===== src/rtl/riscv_pkg.sv =====
// Shared constants and types for the fetch stage.
// ERR is only reached when FETCH_MISALIGN_EN is defined.
package riscv_pkg;

  localparam logic [31:0] NOP_INSTR   = 32'h0000_0013;
  localparam int unsigned INSTR_BYTES = 4;

  typedef enum logic [1:0] {
    IDLE,
    REQ,
    HOLD,
    ERR
  } fetch_state_t;

endpackage


===== src/rtl/fetch_skid.sv =====
// Single-entry {pc, instr} holding buffer.
// Fetches that arrive while the downstream stage is stalled are parked here.
module fetch_skid
  import riscv_pkg::*;
#(
  parameter int unsigned WIDTH = 32
) (
  input  logic             clk_in,
  input  logic             rst_in,
  input  logic             load_in,
  input  logic             drain_in,
  input  logic             clear_in,
  input  logic [WIDTH-1:0] pc_in,
  input  logic [WIDTH-1:0] instr_in,
  output logic             valid_out,
  output logic [WIDTH-1:0] pc_out,
  output logic [WIDTH-1:0] instr_out
);

  logic             valid_q;
  logic [WIDTH-1:0] pc_q;
  logic [WIDTH-1:0] instr_q;

  always_ff @(posedge clk_in) begin
    if (rst_in) begin
      valid_q <= 1'b0;
      pc_q    <= '0;
      instr_q <= WIDTH'(NOP_INSTR);
    end else if (clear_in || drain_in) begin
      valid_q <= 1'b0;
    end else if (load_in) begin
      valid_q <= 1'b1;
      pc_q    <= pc_in;
      instr_q <= instr_in;
    end
  end

  assign valid_out = valid_q;
  assign pc_out    = pc_q;
  assign instr_out = instr_q;

endmodule


===== src/rtl/fetch_unit.sv =====
// Instruction fetch stage: PC, imem handshake, one-entry stall buffer, redirect/flush.
// Optional FETCH_MISALIGN_EN adds misalign_out and a sticky ERR state.
module fetch_unit
  import riscv_pkg::*;
#(
  parameter int unsigned      WIDTH    = 32,
  parameter logic [WIDTH-1:0] RESET_PC = '0
) (
  input  logic             clk_in,
  input  logic             rst_in,
  input  logic             stall_in,
  input  logic             redirect_in,
  input  logic [WIDTH-1:0] redirect_pc_in,
  output logic             imem_req_out,
  output logic [WIDTH-1:0] imem_addr_out,
  input  logic             imem_ack_in,
  input  logic [WIDTH-1:0] imem_rdata_in,
  output logic [WIDTH-1:0] pc_out,
  output logic [WIDTH-1:0] instr_out,
  output logic             valid_out,
  output logic             flush_out
`ifdef FETCH_MISALIGN_EN
  ,
  output logic             misalign_out
`endif
);

  fetch_state_t     state_q, state_d;
  logic [WIDTH-1:0] pc_q, pc_d;
  logic [WIDTH-1:0] out_pc_q, out_pc_d;
  logic [WIDTH-1:0] out_instr_q, out_instr_d;
  logic             out_valid_q, out_valid_d;
  logic [WIDTH-1:0] redir_pc;
  logic [WIDTH-1:0] pc_inc;
  logic             slot_free;
  logic             consumed;
  logic             skid_load, skid_drain, skid_clear;
  logic             skid_valid;
  logic [WIDTH-1:0] skid_pc, skid_instr;
`ifdef FETCH_MISALIGN_EN
  logic             misalign_q, misalign_d;
  logic             redir_misaligned;

  assign redir_pc         = redirect_pc_in;
  assign redir_misaligned = (redirect_pc_in[1:0] != 2'b00);
`else
  // Low address bits are dropped so every fetch stays word aligned.
  assign redir_pc = redirect_pc_in & ~WIDTH'(3);
`endif

  assign pc_inc    = pc_q + WIDTH'(INSTR_BYTES);
  assign slot_free = !out_valid_q || !stall_in;
  assign consumed  = out_valid_q && !stall_in;

  always_comb begin
    state_d     = state_q;
    pc_d        = pc_q;
    out_pc_d    = out_pc_q;
    out_instr_d = out_instr_q;
    out_valid_d = out_valid_q;
    skid_load   = 1'b0;
    skid_drain  = 1'b0;
    skid_clear  = 1'b0;
`ifdef FETCH_MISALIGN_EN
    misalign_d  = misalign_q;
`endif

    if (redirect_in) begin
      // Redirect wins over everything; an ack in this cycle is dropped.
      pc_d        = redir_pc;
      out_valid_d = 1'b0;
      out_instr_d = WIDTH'(NOP_INSTR);
      skid_clear  = 1'b1;
      state_d     = REQ;
`ifdef FETCH_MISALIGN_EN
      misalign_d  = redir_misaligned;
      if (redir_misaligned) begin
        state_d = ERR;
      end
`endif
    end else begin
      unique case (state_q)
        IDLE: state_d = REQ;
        REQ: begin
          if (imem_ack_in) begin
            pc_d = pc_inc;
            if (slot_free) begin
              out_pc_d    = pc_q;
              out_instr_d = imem_rdata_in;
              out_valid_d = 1'b1;
            end else begin
              skid_load = 1'b1;
              state_d   = HOLD;
            end
          end else if (consumed) begin
            out_valid_d = 1'b0;
            out_instr_d = WIDTH'(NOP_INSTR);
          end
        end
        HOLD: begin
          if (!stall_in) begin
            out_pc_d    = skid_pc;
            out_instr_d = skid_instr;
            out_valid_d = skid_valid;
            skid_drain  = 1'b1;
            state_d     = REQ;
          end
        end
`ifdef FETCH_MISALIGN_EN
        ERR: begin
          out_valid_d = 1'b0;
          out_instr_d = WIDTH'(NOP_INSTR);
        end
`endif
        default: state_d = IDLE;
      endcase
    end
  end

  always_ff @(posedge clk_in) begin
    if (rst_in) begin
      state_q     <= IDLE;
      pc_q        <= RESET_PC;
      out_pc_q    <= '0;
      out_instr_q <= WIDTH'(NOP_INSTR);
      out_valid_q <= 1'b0;
`ifdef FETCH_MISALIGN_EN
      misalign_q  <= 1'b0;
`endif
    end else begin
      state_q     <= state_d;
      pc_q        <= pc_d;
      out_pc_q    <= out_pc_d;
      out_instr_q <= out_instr_d;
      out_valid_q <= out_valid_d;
`ifdef FETCH_MISALIGN_EN
      misalign_q  <= misalign_d;
`endif
    end
  end

  fetch_skid #(
    .WIDTH(WIDTH)
  ) u_skid (
    .clk_in    (clk_in),
    .rst_in    (rst_in),
    .load_in   (skid_load),
    .drain_in  (skid_drain),
    .clear_in  (skid_clear),
    .pc_in     (pc_q),
    .instr_in  (imem_rdata_in),
    .valid_out (skid_valid),
    .pc_out    (skid_pc),
    .instr_out (skid_instr)
  );

  assign imem_req_out  = (state_q == REQ);
  assign imem_addr_out = pc_q;
  assign pc_out        = out_pc_q;
  assign instr_out     = out_instr_q;
  assign valid_out     = out_valid_q;
  assign flush_out     = redirect_in && !rst_in;
`ifdef FETCH_MISALIGN_EN
  assign misalign_out  = misalign_q;
`endif

endmodule


===== config.mk =====
export PLATFORM = sky130hd
export DESIGN_NAME = fetch_unit
export DESIGN_NICKNAME = d
export VERILOG_FILES = /design/src/rtl/riscv_pkg.sv /design/src/rtl/fetch_skid.sv /design/src/rtl/fetch_unit.sv
export SDC_FILE = /design/constraint.sdc
export NUM_CORES = 1
export LEC_CHECK = 0
export CAP_MARGIN = 10
export CELL_PAD_IN_SITES_DETAIL_PLACEMENT = 1
export CELL_PAD_IN_SITES_GLOBAL_PLACEMENT = 1
export CORE_UTILIZATION = 39
export DETAILED_ROUTE_END_ITERATION = 8
export GPL_TIMING_DRIVEN = 0
export PLACE_DENSITY = 0.94
export SLEW_MARGIN = 15
export SYNTH_ARGS = -nofsm -noshare
export SYNTH_HDL_FRONTEND = slang
export SYNTH_SLANG_ARGS = --single-unit
export TNS_END_PERCENT = 1

===== constraint.sdc =====
create_clock -name clk_in -period 3.6 [get_ports clk_in]
set_input_delay 0.72 -clock clk_in [delete_from_list [all_inputs] [get_ports clk_in]]
set_output_delay 0.72 -clock clk_in [all_outputs]
set_load 0.01 [all_outputs]

Word level (Yosys, flattened, before mapping)
Cells that the tools add are included.
- register bits after elaboration: 164
- latch bits: 0
- memory bits (writable): 0
- bits in read-only memories: 0
- input bits: 69
- output and inout port bits: 99
- logic and storage cells: 74
- memories kept: 0
- add/sub/neg operators: 1
- multipliers: 0
- div/mod/pow operators: 0
- $lt $le $gt $ge: 0
- equal/unequal tests: 11
- shift-type cells: 0
- muxes and demuxes: 30
- bitwise logic cells: 2
- reductions and logical operators: 20
- operator list (cell ; number):
    $mux W32 ; 10
    $pmux W32 S2 ; 2
    $add A32 B3 Y32 const B ; 1
    $mux W1 ; 13
    $mux W2 ; 3
    $ne A3 B2 Y1 const B ; 2
    $ne A3 B3 Y1 const B ; 2
    $pmux W2 S3 ; 1
    $reduce_and A2 Y1 ; 3
    $reduce_and A3 Y1 ; 2
    $reduce_bool A2 Y1 ; 3
    $reduce_and A5 Y1 ; 1
    $ne A2 B1 Y1 const B ; 2
    $ne A2 B2 Y1 const B ; 2
    $reduce_and A4 Y1 ; 1
    $reduce_or A2 Y1 ; 2
    $logic_not A1 Y1 ; 3
    $ne A3 B1 Y1 const B ; 1
    $eq A2 B1 Y1 const B ; 1
    $eq A2 B2 Y1 const B ; 1
    $logic_and A1 B1 Y1 ; 2
    $logic_not A2 Y1 ; 1
    $logic_or A1 B1 Y1 ; 2
    $not A1 Y1 ; 2
    $pmux W1 S2 ; 1

Longest topological paths before layout
Gate-level depths: netlist (run 1).
- depth in word-level cells: 7
- depth in mapped cells: 8
- gate-level depth less buffers: 6

Cells and area by module
From an unflattened synthesis (run 1), not the netlist that was laid out.
- cell total of the unflattened synthesis: 883
- area, all modules: 8003.9 um2
- modules (own cells, without submodules) (module ; instances ; cells each ; area each (um2) ; sequential area each (um2)):
    fetch_unit ; 1 ; 602 ; 5067.4 ; 1941.9
    fetch_skid ; 1 ; 281 ; 2936.6 ; 1301.2

Least setup slack after synthesis (run 1)
No wires, ideal clock.
- path type: input port to flip-flop
- start: in imem_ack_in
- end: reg pc_q[27], in the netlist imem_addr_out[27]
- setup time: 0.086 ns
- arrival time: 2.041 ns
- required time: 3.514 ns
- slack: 1.474 ns
- cell stages on the path: 7
- buffers on the path: 2
- path through: buf_2 > and3b_1 > clkbuf_1 > nand3_1 > nor4_2 > xnor2_1 > a211oi_1
- cells in the longest elaborated chain, start to end: 2
- RTL lines (item ; line ; text):
    start, declared ; fetch_unit.sv:16 ; input logic imem_ack_in,
    $reduce_bool A2 Y1 (no source line) ; n/a ;
    $reduce_and A2 Y1 (no source line) ; n/a ;
    end signal, assigned ; fetch_unit.sv:132 ; pc_q <= pc_d;
    end, declared ; fetch_unit.sv:29 ; logic [WIDTH-1:0] pc_q, pc_d;
No other way between the ends.
A chain may end at the register's enable or synchronous reset.

Worst setup path in the final report (run 1)
- start: in redirect_in
- end: out flush_out
- cells in the longest elaborated chain, start to end: 1
- RTL lines (item ; line ; text):
    start, declared ; fetch_unit.sv:12 ; input logic redirect_in,
    $logic_and A1 B1 Y1 ; fetch_unit.sv:162 ; assign flush_out = redirect_in && !rst_in;
    end, declared ; fetch_unit.sv:21 ; output logic flush_out
No other way between the ends.

==> run metrics, run 1 <==
Die ar.=18,100 um^2; LEAKAGE=~0.0031 uW; worst hold path stage count=2; number of synthesized flops with an enable pin=0; Pins Over Slew Limit=0; synth unique cells=46; required time worst endpoint=roughly 2.9 ns; Main synth FF type=dfxtp_1; setup ws final=0.535 ns; Clock Path Buffers=2; arrival time at the worst endpoint=2.35 ns; final hold vios=0; Slew headroom=0.489; critical path fanouts, max=9; CTS HTree Levels=4; top cell type by total area after synthesis=dfxtp_1; Area Growth Syn to Fin=36.4%; vias in the first global route=approximately 7.5k; post-synthesis sequential area ratio=0.463; area of the core=17,200 um^2; vias per cell=5.68; outcome=finished, final reports clean; final worst-path cycle share=0.851; iteration count of the initial detailed-routing pass=7; RSZ-0062 raised after global routing=no; crit path cell chain=clkbuf_1, inv_1, nor2_1, clkdlybuf4s50_1; Gate Count Post-Synth=between 800 and 900; CTS Buf Count=17; CTS tree=done; initial antenna violation count=0; Die Wd=about 130 um; Root Driver=clkbuf_16; Hold WC Path Type=flip-flop to flip-flop; commonest non-fill, non-tap cells in the layout=nand2_1, clkdlybuf4s50_1, dfxtp_1; Pwr Density=454 nW/um^2; post-route ant nets=0; Worst Setup End Kind=output pin; startpoint types=input port; Post-CTS Resized=0; met2 Use GR=0.488; Yosys reg bits=158; reg2reg start=state_q[0]; Core Util, Final=0.541; Bufs and invs on worst path=3; crit-path leading delay family=buffers and inverters; slowest stage cell, crit path=clkdlybuf4s50_1; Setup-failing EPs final=0; hold_ws=0.456 ns; mapped cell area=6840 um^2; Yosys top cell area share=0.463; Die Ht=~130 um; Overflow after GRT=0; worst reg2reg path depth=7; GPL Wtd Cong=0.831; most common cell after layout, fill and taps aside=nand2_1; Mean Syn Cell Area=7.87 um^2; Starting Density=0.397; drt first-iter violations=approximately 450; worst r2r dst=instr_out[1]; fmax=0.326 GHz; Place WS=0.464 ns; min cycle time layout=3.07 ns; grt peak-use layer=met2; Synth async-reset ratio=0; GRT Util Overall=0.287; clk sink count=158; Yosys Warn Count=0; Max Clock Skew=0.00938 ns; Max VDD drop=between 0.0003 and 0.0004 V; MaxCap Viol Count=0; hold path endpoint=u_skid.pc_out[7]; vias=7,315; fill count=2,053; Worst R2R Setup Slack=1.03 ns; Post-CTS Hold Fix Bufs=0; Ant. Diodes=0; setup_tns=0 ns; io pins=168; post-CTS setup buffer count=0; IO Port Bufs=160; routed len/inst=between 15 and 20 um; clock latency on the worst-skew pair=between 0.4 and 0.5 ns; WL final=25.7 mm; largest net degree at the start of global routing=17; clock slew at reported path FFs=0.06 ns; WS Path Type=input port to output pin; DRC=0; Core Rows=48; Hold Startpoint=u_skid.pc_out[7]; GR Util met3=0.0620; Area contributors post-synth=dfxtp_1, nand2_1, a311oi_1; CP max stage delay=0.63 ns; first-pass GRT wire length=between 30 and 40 mm; Worst-Margin Slew=0.763 ns; nets@finish=1,121; layout cells sized above 1=0.0536; met1 Track Usage GR=0.345; HPWL after detailed placement=17.6 mm
[worst reg2reg max path, delay by kind of cell (launching register included)]
| family | cells | cell delay [ns] |
|---|---|---|
| buffers and inverters | 3 | 1.34 |
| AO/OA/AOI/OAI | 2 | 0.33 |
| flip-flops | 1 | 0.42 |
| AND/OR/NAND/NOR | 2 | 0.33 |
[Yosys cell counts (2+ instances only)]
| cell | n |
|---|---|
| clkbuf_1 | 65 |
| buf_4 | 5 |
| nand3b_1 | 8 |
| a311oi_1 | 63 |
| xor2_1 | 8 |
| nor4_1 | 4 |
| nor3_1 | 6 |
| buf_6 | 3 |
| o21ai_0 | 5 |
| and4_1 | 3 |
| dfxtp_1 | 158 |
| nand3_1 | 39 |
| nand2_1 | 246 |
| inv_1 | 9 |
| xnor2_1 | 18 |
| nor4_4 | 2 |
| nand4_1 | 13 |
| nor4_2 | 3 |
| and3_1 | 2 |
| o21ai_1 | 2 |
| clkbuf_2 | 3 |
| nor2_1 | 83 |
| buf_2 | 2 |
| clkbuf_8 | 2 |
| nor2b_1 | 2 |
| nor3_2 | 2 |
| o211ai_1 | 8 |
| a211oi_1 | 10 |
| a21oi_1 | 74 |
| buf_1 | 2 |
| or3_1 | 4 |
[layout make-up]
class,count,area [um^2],area share
plain buffers,82,375,0.0403
clock buffers,21,450,0.0483
clock inverters,10,138,0.0148
inverters,9,33.8,0.00362
multi-input cells,623,3280,0.352
flip-flops and latches,158,3160,0.339
well taps,225,282,0.0302
repair buffers,160,1600,0.172
[sequential cells by signal (all words and copies together) (netlist names)]
signal            flops
imem_addr_out        30
instr_out            32
pc_out               30
state_q               2
u_skid.instr_out     32
u_skid.pc_out        30
u_skid.valid_out      1
valid_out             1
[stage by stage]
stage          instance area, um^2  cells  total power, uW
4_1_cts                       9320   1288             4230
5_1_grt                       9320   1288             4350
3_5_place_dp                  8740   1257             2410
2_1_floorplan                 6850    872             2120
6_report                      9320   1288             4240
3_3_place_gp                  8730   1257             2390
[cells by family after synthesis]
| kind of cell | share of synthesized area |
|---|---|
| and+or+nand+nor | 0.274 |
| AOI/OAI and AO/OA | 0.168 |
| DFF | 0.463 |
| buffers and inverters | 0.0598 |
| xor gates and xnor gates | 0.0333 |
| adders and majority gates | 0.00183 |
| other | 0.000549 |
[worst max path at each step]
stage / startpoint / end / slack, ns / cells past startpoint
floorplan: imem_ack_in / imem_addr_out[27] / 1.47 / 7
global placement: imem_ack_in / u_skid.instr_out[13] / 0.20 / 7
detailed placement: imem_ack_in / pc_out[20] / 0.46 / 9
CTS: redirect_in / flush_out / 0.56 / 4
global route: redirect_in / flush_out / 0.47 / 4
finish: redirect_in / flush_out / 0.53 / 4
[metal layers]
| layer | part of all wire | wire length, um |
|---|---|---|
| met5 | 0 | 0 |
| met4 | 0.038 | 974 |
| met3 | 0.056 | 1430 |
| met2 | 0.49 | 12600 |
| met1 | 0.42 | 10700 |
[power breakdown]
part	switching [uW]	internal, uW
logic	255	246
registers	72.6	1810
clock network	749	1100
Note: power is estimated with default switching activity, not from simulation.
==> run 2, diff against run 1 <==
CORE_ASPECT_RATIO = 1.25   (was not set)
==> run 2 against run 1 <==
Cell count decreased by 0.23%. Power grew 4.9%. Flip-flop and latch count unchanged. Critical endpoint unchanged. Largest power group is now clock. Highest routed layer unchanged. Worst hold slack better by 0.0012 ns. Largest cell class unchanged. Worst setup slack got worse by 0.046 ns. Utilization grew 1.2 points.
==> run metrics, run 2 (synthesized netlist as in run 1, its figures left out) <==
switching fraction of total power=0.251 (was 0.254); final worst-path cycle share=0.864 (was 0.851); required time worst endpoint=2.88 ns (about the same); WS Path Type=input port to output pin (unchanged); reg2reg start=state_q[1] (was state_q[0]); Die Wd=120 um (was 134 um); nets@finish=1,121 (unchanged); WL final=26.7 mm (was 25.7 mm); Setup-failing EPs final=0 (unchanged); Slew headroom=0.269 (was 0.489); Clock Power Share=0.462 (was 0.437); post-route cell area=9390 um^2 (was 9320 um^2); Placed Cells=1,252 (was 1,257); IO Port Bufs=160 (unchanged); Worst R2R Setup Slack=0.90 ns (was 1.03 ns); clock latency on the worst-skew pair=0.45 ns (was 0.44 ns); Worst Setup End Kind=output pin (unchanged); clk sink count=158 (unchanged); outcome=finished, final reports clean (unchanged); CTS HTree Levels=4 (unchanged); post-CTS setup buffer count=0 (unchanged); RSZ-0062 raised after global routing=no (unchanged); io pins=168 (unchanged); Die ar.=18,100 um^2 (about the same); Overflow after GRT=0 (unchanged); GRT Util Overall=0.301 (was 0.287); Seq pwr share=0.424 (was 0.444); vias=7,377 (was 7,315); final instance count without filler cells=1,285 (was 1,288); clock slew at reported path FFs=0.06 ns (about the same); MaxCap Viol Count=0 (unchanged); Worst Setup EP=flush_out (unchanged); fmax=0.321 GHz (was 0.326 GHz); Hold WC Path Type=flip-flop to flip-flop (unchanged); Core Rows=53 (was 48); NetSw=1110 uW (was 1080 uW); CTS tree=done (unchanged); commonest non-fill, non-tap cells in the layout=nand2_1, clkdlybuf4s50_1, dfxtp_1 (unchanged); Root Driver=clkbuf_16 (unchanged); largest net degree at the start of global routing=17 (unchanged); setup_tns=0 ns (unchanged); Clock Path Buffers=2 (unchanged); combinational share of power=0.114 (was 0.118); first-pass GRT wire length=41.3 mm (was 39.9 mm); Pins Over Slew Limit=0 (unchanged); most common cell after layout, fill and taps aside=nand2_1 (unchanged); DRC=0 (unchanged); initial antenna violation count=0 (unchanged); vias in the first global route=7,668 (was 7,522); area of the core=17,000 um^2 (was 17,200 um^2); startpoint types=input port (unchanged); Die Ht=150 um (was 134 um); routed len/inst=20.8 um (was 19.9 um); Starting Density=0.403 (was 0.397); CP Launch Point=redirect_in (unchanged); Pwr Density=473 nW/um^2 (was 454 nW/um^2); vias per cell=5.74 (was 5.68); drt first-iter violations=502 (was 447); min cycle time layout=3.11 ns (was 3.07 ns); Post-CTS Resized=0 (unchanged); Worst-Margin Slew=1.09 ns (was 0.763 ns); arrival time at the worst endpoint=2.39 ns (was 2.35 ns); Core Util, Final=0.553 (was 0.541); worst reg2reg path depth=6 (was 7); final hold vios=0 (unchanged); layout cells sized above 1=0.0555 (was 0.0536); Pint=3330 uW (was 3160 uW); LEAKAGE=0.00311 uW (was 0.00308 uW); critical path fanouts, max=9 (unchanged); GPL Wtd Cong=0.832 (was 0.831); placed inst area=8720 um^2 (was 8740 um^2); Max Clock Skew=0.0113 ns (was 0.00938 ns); CTS Buf Count=17 (unchanged); worst r2r dst=u_skid.pc_out[11] (was instr_out[1]); iteration count of the initial detailed-routing pass=7 (unchanged); Area Growth Syn to Fin=37.4% (was 36.4%); Max VDD drop=0.000320 V (was 0.000362 V); HPWL after detailed placement=17.9 mm (was 17.6 mm); Post-CTS Hold Fix Bufs=0 (unchanged); post-route ant nets=0 (unchanged)
[run 2: cell types whose count changed in the layout (fill, tap and decap cells not counted), sizes merged]
cell / previous run / this run
inv: 10 / 11
clkinv: 4 / 3
clkbuf: 91 / 90
bufinv: 3 / 5
diode: 0 / 1
[run 2: metrics by stage]
| stage | total power (uW) | worst slack [ns] | hold WS, ns |
|---|---|---|---|
| detailed placement | 2410 | 0.217 | 0.449 |
| CTS | 4430 | 0.515 | 0.457 |
| finish | 4440 | 0.489 | 0.457 |
| floorplan | 2120 | 1.47 | 0.437 |
| global route | 4570 | 0.399 | 0.475 |
| global placement | 2390 | 0.265 | 0.442 |
[run 2: worst min path at each step]
stage | start | to | cells after the start
after detailed placement | u_skid.pc_out[4] | u_skid.pc_out[4] | 2
final | u_skid.pc_out[15] | u_skid.pc_out[15] | 2
after global placement | u_skid.instr_out[21] | u_skid.instr_out[21] | 2
after CTS | u_skid.pc_out[15] | u_skid.pc_out[15] | 2
after global routing | u_skid.instr_out[19] | u_skid.instr_out[19] | 2
after floorplan | u_skid.instr_out[10] | u_skid.instr_out[10] | 2
[run 2: power groups by stage]
stage	combinational, uW	clock [uW]	sequential (uW)
4_1_cts	505	2040	1880
3_3_place_gp	478	0	1920
3_5_place_dp	493	0	1920
2_1_floorplan	195	0	1920
5_1_grt	539	2140	1890
6_report	507	2050	1880
[run 2: final cells by class]
| class | count | area [um^2] |
|---|---|---|
| antenna | 1 | 2.50 |
| buffer | 82 | 375 |
| clock buffer | 20 | 457 |
| clock inverter | 12 | 208 |
| fill | 2084 | 7580 |
| inverter | 9 | 33.8 |
| multi-input combinational | 623 | 3280 |
| sequential | 158 | 3160 |
| tap | 220 | 275 |
| timing repair buffer | 160 | 1600 |
[run 2: metal layers]
layer / track usage / vias to the layer above / part of all wire
met5: 0 / - / 0
met4: 0.171 / 0 / 0.044
met3: 0.0591 / 85 / 0.059
met2: 0.527 / 309 / 0.51
met1: 0.339 / 3627 / 0.38
li1: - / 3356 / -
[run 2: critical path: stages]
cell and delay [ns]:
clkbuf_1 0.35, inv_1 0.22, nor2_1 0.46, clkdlybuf4s50_1 0.64
==> run 3, diff against run 2 <==
HOLD_SLACK_MARGIN = 0.12   (was not set)
MAX_ROUTING_LAYER = met4   (was not set)
==> run 3 against run 2 <==
Sequential share of layout area is the same. Clock power is essentially flat. Non-clock buffer count is the same. Via count shrank 0.23%. Clock skew grew 0.0019 ns. Die area is the same. Flip-flop and latch count is the same. Count of clock-buffer cells in the layout is the same. Critical path type unchanged. Critical endpoint unchanged. Largest power group unchanged.
==> run metrics, run 3 (synthesized netlist as in run 1, its figures left out) <==
most common cell after layout, fill and taps aside=nand2_1 (unchanged); clock slew at reported path FFs=0.06 ns (about the same); Pint=3330 uW (about the same); Pins Over Slew Limit=0 (unchanged); CP Launch Point=redirect_in (unchanged); IO Port Bufs=160 (unchanged); Die Ht=150 um (unchanged); Clock Path Buffers=2 (unchanged); Core Util, Final=0.553 (unchanged); GRT Util Overall=0.310 (was 0.301); Place WS=0.217 ns (unchanged); drt first-iter violations=540 (was 502); Hold WC Path Type=flip-flop to flip-flop (unchanged); Slew headroom=0.257 (was 0.269); switching fraction of total power=0.250 (was 0.251); worst r2r dst=u_skid.pc_out[11] (unchanged); startpoint types=input port (unchanged); arrival time at the worst endpoint=2.42 ns (was 2.39 ns); combinational share of power=0.114 (about the same); worst reg2reg path depth=6 (unchanged); MaxCap Viol Count=0 (unchanged); critical path fanouts, max=9 (unchanged); commonest non-fill, non-tap cells in the layout=nand2_1, clkdlybuf4s50_1, dfxtp_1 (unchanged); Max VDD drop=0.000320 V (about the same); fmax=0.319 GHz (was 0.321 GHz); CTS HTree Levels=4 (unchanged); CTS tree=done (unchanged); initial antenna violation count=0 (unchanged); clk sink count=158 (unchanged); DRC=0 (unchanged); nets@finish=1,121 (unchanged); vias per cell=5.73 (was 5.74); Overflow after GRT=0 (unchanged); fill count=2,084 (unchanged); Root Driver=clkbuf_16 (unchanged); setup ws final=0.462 ns (was 0.489 ns); routed len/inst=20.7 um (was 20.8 um); first-pass GRT wire length=41.3 mm (about the same); CTS Buf Count=17 (unchanged); LEAKAGE=0.00311 uW (unchanged); setup_tns=0 ns (unchanged); post-route ant nets=0 (unchanged); vias in the first global route=7,648 (was 7,668); Die ar.=18,100 um^2 (unchanged); required time worst endpoint=2.88 ns (about the same); Post-CTS Resized=0 (unchanged); WS Path Type=input port to output pin (unchanged); Die Wd=120 um (unchanged); area of the core=17,000 um^2 (unchanged); Area Growth Syn to Fin=37.4% (unchanged); Overall Power=4440 uW (about the same); Setup-failing EPs final=0 (unchanged); io pins=168 (unchanged); post-CTS setup buffer count=0 (unchanged); Clock Power Share=0.461 (was 0.462); Worst-Margin Slew=1.11 ns (was 1.09 ns); HPWL after detailed placement=17.9 mm (unchanged); outcome=finished, final reports clean (unchanged); Worst R2R Setup Slack=0.91 ns (was 0.90 ns); iteration count of the initial detailed-routing pass=4 (was 7); WL final=26.6 mm (was 26.7 mm); Max Clock Skew=0.0131 ns (was 0.0113 ns); reg2reg start=state_q[1] (unchanged); Worst Setup End Kind=output pin (unchanged); final worst-path cycle share=0.872 (was 0.864); largest net degree at the start of global routing=17 (unchanged); Pwr Density=472 nW/um^2 (was 473 nW/um^2); Seq pwr share=0.425 (was 0.424); Worst Setup EP=flush_out (unchanged); RSZ-0062 raised after global routing=no (unchanged); layout cells sized above 1=0.0555 (unchanged); clock latency on the worst-skew pair=0.45 ns (about the same); Starting Density=0.403 (unchanged); GPL Wtd Cong=0.845 (was 0.832); NetSw=1110 uW (about the same); Post-CTS Hold Fix Bufs=0 (unchanged); min cycle time layout=3.14 ns (was 3.11 ns); vias=7,360 (was 7,377); Core Rows=53 (unchanged); final hold vios=0 (unchanged); hold_ws=0.457 ns (about the same)
run 3: cell counts in the layout (fill, tap and decap cells not counted):
No cell type changed its count.
run 3: worst min path at each step:
stage | from | endpoint | slack [ns] | depth (start not counted)
floorplan | u_skid.instr_out[10] | u_skid.instr_out[10] | 0.44 | 2
global placement | u_skid.instr_out[21] | u_skid.instr_out[21] | 0.44 | 2
detailed placement | u_skid.pc_out[4] | u_skid.pc_out[4] | 0.45 | 2
CTS | u_skid.pc_out[15] | u_skid.pc_out[15] | 0.46 | 2
global route | u_skid.instr_out[19] | u_skid.instr_out[19] | 0.48 | 2
finish | u_skid.pc_out[15] | u_skid.pc_out[15] | 0.46 | 2
run 3: through the flow:
stage,instances,instance area [um^2]
6_report,1285,9390
5_1_grt,1284,9390
4_1_cts,1284,9390
3_5_place_dp,1252,8720
3_3_place_gp,1252,8720
2_1_floorplan,872,6850
run 3: power by group through the flow:
stage,clock network (uW),logic [uW],registers [uW]
after floorplan,0,195,1920
after global placement,0,478,1920
after detailed placement,0,493,1920
after CTS,2040,505,1880
after global routing,2140,539,1890
final,2050,507,1880
run 3: layout make-up:
cell class / instances / area, um^2 / area share
Multi-Input combinational cell: 623 / 3280 / 0.349
Sequential cell: 158 / 3160 / 0.337
Timing Repair Buffer: 160 / 1600 / 0.171
Clock buffer: 20 / 457 / 0.0486
Buffer: 82 / 375 / 0.0400
Tap cell: 220 / 275 / 0.0293
Clock inverter: 12 / 208 / 0.0221
Inverter: 9 / 33.8 / 0.00360
Antenna cell: 1 / 2.50 / 0.000266
run 3: critical path: stages:
cell             delay [ns]
clkbuf_1               0.37
inv_1                  0.23
nor2_1                 0.46
clkdlybuf4s50_1        0.64
run 3: metal layers:
| layer | wire length, um | vias to the layer above | global-route usage |
|---|---|---|---|
| li1 | - | 3355 | - |
| met1 | 10200 | 3618 | 0.340 |
| met2 | 13700 | 302 | 0.527 |
| met3 | 1570 | 85 | 0.0598 |
| met4 | 1180 | 0 | 0.171 |
| met5 | 0 | - | - |
